[config.mk]
export PLATFORM = sky130hd
export DESIGN_NAME = load_store_unit
export DESIGN_NICKNAME = d
export VERILOG_FILES = /design/src/rtl/load_store_unit.sv
export SDC_FILE = /design/constraint.sdc
export NUM_CORES = 1
export LEC_CHECK = 0
export BUFFER_PORTS_ARGS = -buffer_cell sky130_fd_sc_hd__buf_2
export CORE_ASPECT_RATIO = 0.75
export CORE_MARGIN = 2
export CORE_UTILIZATION = 40
export CTS_BUF_LIST = sky130_fd_sc_hd__clkbuf_2
export DETAILED_ROUTE_END_ITERATION = 6
export HOLD_SLACK_MARGIN = 0.06
export SYNTH_ARGS = -nofsm -noshare
export SYNTH_HDL_FRONTEND = slang
export SYNTH_SLANG_ARGS = --single-unit
[constraint.sdc]
create_clock -name cpu_clk -period 2.9 [get_ports cpu_clk]
set_clock_uncertainty 0.2 [all_clocks]
set_input_delay 0.145 -clock cpu_clk [delete_from_list [all_inputs] [get_ports cpu_clk]]
set_output_delay 0.145 -clock cpu_clk [all_outputs]
set_load 0.02 [all_outputs]
[src/rtl/load_store_unit.sv]
// Load/store unit: turns CPU byte/half/word accesses into word-wide bus transfers.
// Sub-word stores use read-modify-write because the bus has no byte enables.
module load_store_unit #(
  parameter int ADDR_W  = 32,
  parameter int TIMEOUT = 255
) (
  input  logic              cpu_clk,
  input  logic              cpu_rst,
  input  logic              lsu_req,
  input  logic              lsu_we,
  input  logic [1:0]        lsu_size,
  input  logic              lsu_unsigned,
  input  logic [ADDR_W-1:0] lsu_addr,
  input  logic [31:0]       lsu_wdata,
  output logic              lsu_ready,
  output logic              lsu_done,
  output logic              lsu_err,
  output logic [31:0]       lsu_rdata,
  output logic [ADDR_W-1:0] Bus_addr,
  output logic              Bus_wen,
  output logic [31:0]       Bus_wdata,
  input  logic [31:0]       Bus_rdata,
  output logic              Bus_req,
  input  logic              Bus_ack
);

  localparam int CW = $clog2(TIMEOUT + 1);
  localparam logic [CW-1:0] CNT_LAST = CW'(TIMEOUT - 1);

  typedef enum logic [1:0] {IDLE, RD, WR, DONE} state_t;

  state_t            state, state_nxt;
  logic              we_q, uns_q, err_q;
  logic [1:0]        size_q;
  logic [ADDR_W-1:0] addr_q;
  logic [15:0]       wdata_q;
  logic [31:0]       bus_wdata_q, rdata_q;
  logic [CW-1:0]     cnt;

  logic        misaligned, expired;
  logic [7:0]  byte_v;
  logic [15:0] half_v;
  logic [31:0] load_ext, merged;

  assign misaligned = (lsu_size == 2'b11) ||
                      (lsu_size == 2'b01 && lsu_addr[0]) ||
                      (lsu_size == 2'b10 && lsu_addr[1:0] != 2'b00);
  assign expired    = !Bus_ack && (cnt == CNT_LAST);

  assign lsu_ready = (state == IDLE);
  assign lsu_done  = (state == DONE);
  assign lsu_err   = (state == DONE) && err_q;
  assign lsu_rdata = rdata_q;
  assign Bus_req   = (state == RD) || (state == WR);
  assign Bus_wen   = (state == WR);
  assign Bus_addr  = Bus_req ? {addr_q[ADDR_W-1:2], 2'b00} : '0;
  assign Bus_wdata = bus_wdata_q;

  // Lane extraction and extension for loads; lane merge for sub-word stores
  always_comb begin
    byte_v   = 8'h00;
    load_ext = Bus_rdata;
    merged   = Bus_rdata;
    case (addr_q[1:0])
      2'b00:   byte_v = Bus_rdata[7:0];
      2'b01:   byte_v = Bus_rdata[15:8];
      2'b10:   byte_v = Bus_rdata[23:16];
      default: byte_v = Bus_rdata[31:24];
    endcase
    half_v = addr_q[1] ? Bus_rdata[31:16] : Bus_rdata[15:0];
    case (size_q)
      2'b00: begin
        load_ext = {{24{!uns_q && byte_v[7]}}, byte_v};
        merged[{addr_q[1:0], 3'b000} +: 8] = wdata_q[7:0];
      end
      2'b01: begin
        load_ext = {{16{!uns_q && half_v[15]}}, half_v};
        merged[{addr_q[1], 4'b0000} +: 16] = wdata_q;
      end
      default: ;
    endcase
  end

  always_comb begin
    state_nxt = state;
    case (state)
      IDLE: if (lsu_req) begin
        if (misaligned)                         state_nxt = DONE;
        else if (lsu_we && lsu_size == 2'b10)   state_nxt = WR;
        else                                    state_nxt = RD;
      end
      RD: begin
        if (Bus_ack)      state_nxt = we_q ? WR : DONE;
        else if (expired) state_nxt = DONE;
      end
      WR:      if (Bus_ack || expired) state_nxt = DONE;
      default: state_nxt = IDLE;
    endcase
  end

  always_ff @(posedge cpu_clk) begin
    if (cpu_rst) begin
      state       <= IDLE;
      we_q        <= 1'b0;
      uns_q       <= 1'b0;
      err_q       <= 1'b0;
      size_q      <= 2'b00;
      addr_q      <= '0;
      wdata_q     <= '0;
      bus_wdata_q <= '0;
      rdata_q     <= '0;
      cnt         <= '0;
    end else begin
      state <= state_nxt;
      // The wait counter restarts whenever a new bus phase begins
      if (state != state_nxt)           cnt <= '0;
      else if (state == RD || state == WR) cnt <= cnt + 1'b1;
      case (state)
        IDLE: if (lsu_req) begin
          we_q    <= lsu_we;
          uns_q   <= lsu_unsigned;
          size_q  <= lsu_size;
          addr_q  <= lsu_addr;
          wdata_q <= lsu_wdata[15:0];
          err_q   <= misaligned;
          if (lsu_we && lsu_size == 2'b10) bus_wdata_q <= lsu_wdata;
        end
        RD: begin
          if (Bus_ack) begin
            if (we_q) bus_wdata_q <= merged;
            else      rdata_q     <= load_ext;
          end else if (expired) begin
            err_q <= 1'b1;
          end
        end
        WR: if (expired) err_q <= 1'b1;
        default: ;
      endcase
    end
  end

endmodule

After elaboration in Yosys (flattened, before gate mapping)

Index checks and enable logic that the tools add are counted.
Widths: inputs -> output; s select.

Flip-flop bits (word level): 127
Input bits: 104
Output and inout bits: 101
Word-level logic and storage cells: 82

Add/subtract/negate cells: 3
Equal/unequal tests: 16
Shift operators: 4
Multiplexer cells: 24
Bitwise logic cells: 1
Reduce and logical (&&, ||, !) cells: 24

Operators with widths:

| cell                    | number |
|---|---|
| $pmux 32 s2             | 3 |
| $mux 32                 | 5 |
| $bwmux 32               | 2 |
| $shift 16x7->32 const A | 1 |
| $shift 8x7->32 const A  | 1 |
| $shiftx 16x7->32        | 1 |
| $shiftx 8x7->32         | 1 |
| $pmux 8 s3              | 1 |
| $mux 16                 | 1 |
| $neg 5->7               | 2 |
| $mux 2                  | 6 |
| $eq 2x2->1 const B      | 5 |
| $add 8x1->8 const B     | 1 |
| $eq 2x1->1 const B      | 4 |
| $eq 8x8->1 const B      | 1 |
| $ne 2x2->1 const B      | 4 |
| $logic_and 1x1->1       | 7 |
| $logic_not 2->1         | 3 |
| $pmux 2 s3              | 1 |
| $reduce_and 3->1        | 2 |
| $reduce_and 5->1        | 1 |
| $logic_or 1x1->1        | 4 |
| $mux 1                  | 4 |
| $reduce_bool 2->1       | 2 |
| 8 further kinds         | 9 |

Logic depth before layout (Yosys ltp)

Depth in word-level cells: 9
Gate-level depth with buffers: 9
Mapped depth without buffers: 6

Least setup slack after synthesis

OpenSTA, ideal clock, no wires.

Path type: register to register
Start: register addr_q[1]
End: register bus_wdata_q[10], in the netlist Bus_wdata[10]
Setup time: 0.123 ns
Arrival time: 2.099 ns
Data required time: 2.577 ns
Slack: 0.477 ns
Cell stages (with the launch flop): 10
Buffers on the path: 3
Clock period less this slack: 2.423 ns
Path through: dfxtp_1 -> inv_1 -> clkbuf_1 -> ha_1 -> buf_2 -> and4b_1 -> clkbuf_1 -> a22o_1 -> a221oi_1 -> o2bb2ai_1

Word-level cells in the longest chain between the ends: 7
Elaborated cells between the ends (all ways): 12
Classes of those cells: 2 x add/sub; 4 x shift; 6 x mux

RTL lines:

| element                                  | line   | text |
|---|---|---|
| start, declared                          | 35     | `logic [ADDR_W-1:0] addr_q;` |
| start signal, assigned                   | 123    | `addr_q <= lsu_addr;` |
| $neg 5->7 (on tied branches)             | 78, 74 |  |
| $shiftx 16x7->32 (tied with other cells) | 78     | `merged[{addr_q[1], 4'b0000} +: 16] = wdata_q;` |
| $bwmux 32 (on tied branches)             | 78, 74 |  |
| $pmux 32 s2 (*)                          | 71     | `case (size_q)` |
| $mux 32 (*)                              | 130    | `if (we_q) bus_wdata_q <= merged;` |
| $mux 32 (*)                              | 129    | `if (Bus_ack) begin` |
| $pmux 32 s2 (*)                          | 118    | `case (state)` |
| end signal, assigned                     | 126    | `if (lsu_we && lsu_size == 2'b10) bus_wdata_q <= lsu_wdata;` |
| end signal, assigned                     | 130    |  |
| end, declared                            | 37     | `logic [31:0] bus_wdata_q, rdata_q;` |

Mark *: on every way between the ends. The rest lies on a longest branch, timed or not. The select of a mux whose other input is x is not followed.
A chain may end at the register's enable or synchronous reset.

Worst setup path after layout

Start: register addr_q[0]
End: register rdata_q[15], in the netlist lsu_rdata[15]

Word-level cells in the longest chain between the ends: 4
Elaborated cells between the ends (all ways): 6
Classes of those cells: 2 x eq/ne; 2 x mux; 2 x reduce/logical

RTL lines:

| element                            | line | text |
|---|---|---|
| $eq 2x2->1 (tied with other cells) | 64   | `case (addr_q[1:0])` |
| $pmux 8 s3 (*)                     | 64   |  |
| $logic_and 1x1->1 (*)              | 73   | `load_ext = {{24{!uns_q && byte_v[7]}}, byte_v};` |
| $pmux 32 s2 (*)                    | 71   |  |
| end signal, assigned               | 131  | `else rdata_q <= load_ext;` |
| end, declared                      | 37   |  |

Mark *: on every way between the ends. The rest lies on a longest branch, timed or not.

==> impl_metrics.ini <==
[status]
status = complete, but fails checks
violations = DRC

[route]
wirelength_um = 28800
wire_per_inst_um = 19.7
drc = 2
firstDrtPassIters = 7
vias = 8457
first_iter_violations = 914
viasPerCell = 5.80
final_antenna_net_count = 0

[power]
powerDensity_mw_per_mm2 = 786
leakagePower_nw = 4.29
power.ir.vdd_worst_mv = 0.388

[setup_path]
critPathCapture = lsu_rdata[15]
cp.arrival_ns = 3.18
r2r_end = lsu_rdata[15]
crit_path_max_fanout = 10
timing.rr.start = addr_q[0]
critical_path_class = flip-flop to flip-flop
ff2ff_path_depth = 7
worstSetupStartpointType = flip-flop
r2r_slack_ns = 0.16
startpoint = addr_q[0]
end_kind = flip-flop
cp.required_ns = 3.34

[global_route]
overflow = 0
grt_max_degree = 53
grt_pass1_wl_um = 44500
grt_pass1_vias = 8034
antenna_found_initial = 1
grt_usage_pct = 30.9

[clock_network]
clk_latency_ns = 0.73
clk_path_buf_depth = 2
cts_tree = done
cts-buffers-inserted = 17
clock-sinks = 127
path_clk_slew_ns = 0.20
cts.htree.levels = 4
cts_root_buf = clkbuf_2

[placed_design]
port_buffers = 202
hpwl_um = 17900
gp_congestion = 0.891
pre_cts_ws_ns = 0.385

[finish]
final_cell_mix = dlygate4sd3_1, buf_2, nand2_1
final_common_cell = dlygate4sd3_1
nets = 1349
area_growth_pct = 52.8
drive_gt1_share_pct = 23.5
fin_util_pct = 62.5

[synth]
yosysSeqAreaShare_pct = 36.9
ys_ff_latch = 127
syn-cell-area_mm2 = 0.00689
ys_dominant_reg_cell = dfxtp_1
synth_edf_count = 0
syn_area_per_cell_um2 = 8.22
syn_inst = 838
async_reset_ff_share_pct = 0
synth_cell_types = 55
yosysWarningCount = 0

[floorplanning]
rows = 41
die_area_mm2 = 0.0183
io_pins = 205
die_y_um = 118
die_w_um = 155
start_util_pct = 40.9
core_area_mm2 = 0.0168

[sta]
hold_violations = 0
fin_crit_ns = 2.74
max_freq_ghz = 0.365
slew_headroom_pct = 47.3
worst_slack_ns = 0.157
worst_slew_pin_slew_ns = 0.791
slew_violations = 0
final-setup-viol-count = 0
setup_tns_ns = 0
period_share_pct = 94.6
hold_slack_ns = 0.160
grt_setup_unrepaired = false

[min_path]
hold_start = Bus_rdata[24]
hold_class = input pin to flip-flop

[run]
cap_violations = 0
routing by layer:
| layer | wire [um] | share of wire [%] | GRT usage, % |
|---|---|---|---|
| met1 | 12600 | 44 | 45.2 |
| met2 | 12200 | 42 | 44.2 |
| met3 | 3440 | 12 | 8.65 |
| met4 | 569 | 2.0 | 8.72 |
| met5 | 0 | 0 | 0 |
how the worst min path moves through the flow:
stage / endpoint / slack [ns] / cells past startpoint
2_1_floorplan: addr_q[10] / 0.08 / 2
5_1_grt: lsu_rdata[30] / 0.11 / 4
3_3_place_gp: addr_q[4] / 0.19 / 3
3_5_place_dp: addr_q[5] / 0.19 / 3
6_report: lsu_rdata[24] / 0.16 / 4
4_1_cts: lsu_rdata[30] / 0.09 / 4
cell families after synthesis:
family	Yosys count	synth area share, %
AOI/OAI and AO/OA	308	35.2
xor gates and xnor gates	4	0.509
adders and majority gates	13	2.36
buffers and inverters	99	6.25
DFF	127	36.9
muxes	1	0.164
other	1	0.0545
and+or+nand+nor	285	18.6
Yosys cell counts (4+ instances only):
cell type	n	area (um^2)
buf_4	4	30.0
nand2_1	172	646
nand4_1	4	25.0
nor2_1	42	158
o2bb2ai_1	32	280
nor4_1	10	62.6
buf_2	17	85.1
o21ai_1	30	150
buf_1	6	22.5
ha_1	13	163
a211oi_1	10	75.1
o21ai_0	8	40.0
inv_1	21	78.8
a221oi_1	33	289
a311oi_1	16	140
clkbuf_1	48	180
o211ai_1	8	60.1
and2_1	32	200
a21oi_1	56	280
dfxtp_1	127	2540
a22o_1	64	561
a222oi_1	7	70.1
a311oi_2	10	150
o21a_1	4	30.0
nand2b_1	9	56.3
o221a_2	9	101
state kept, by name, indices dropped and copies added (netlist names):
name       flops
cnt            8
wdata_q       16
addr_q        32
uns_q          1
lsu_rdata     32
state          2
we_q           1
size_q         2
err_q          1
Bus_wdata     32
where the power goes:
group	internal, mW	switching (mW)
sequential	2.23	0.397
combinational	1.70	2.76
clock	0.467	0.716
cell type report:
cell class	instances	area, um^2
multi-input combinational	613	3940
tap	215	269
antenna	1	2.50
clock inverter	12	145
sequential	127	2540
clock buffer	18	90.1
fill	1484	6310
timing repair buffer	452	3450
inverter	21	78.8
per-stage QoR:
| stage | total power, mW | cell area, um^2 | std cells |
|---|---|---|---|
| after floorplan | 5.26 | 6890 | 839 |
| after CTS | 8.10 | 10500 | 1458 |
| after global placement | 6.51 | 8020 | 1203 |
| after detailed placement | 6.52 | 8020 | 1203 |
| final | 8.26 | 10500 | 1459 |
| after global routing | 8.76 | 10500 | 1459 |
repair_timing:
item / in CTS / in global routing
hold buffers: 225 / 0
setup endpoints to repair: 30 / 82
hold endpoints to repair: 127 / 0
setup buffers: 0 / 0
gates resized for setup: 2 / 2
worst max-delay path, stage by stage (launching register included):
cell and delay [ns]:
dfxtp_1 0.54, inv_1 0.14, ha_1 0.35, a21o_1 0.21, o221ai_2 0.17, o21a_1 0.34
a311oi_1 0.14, dlygate4sd3_1 0.57
(Power assumes the default switching activity.)
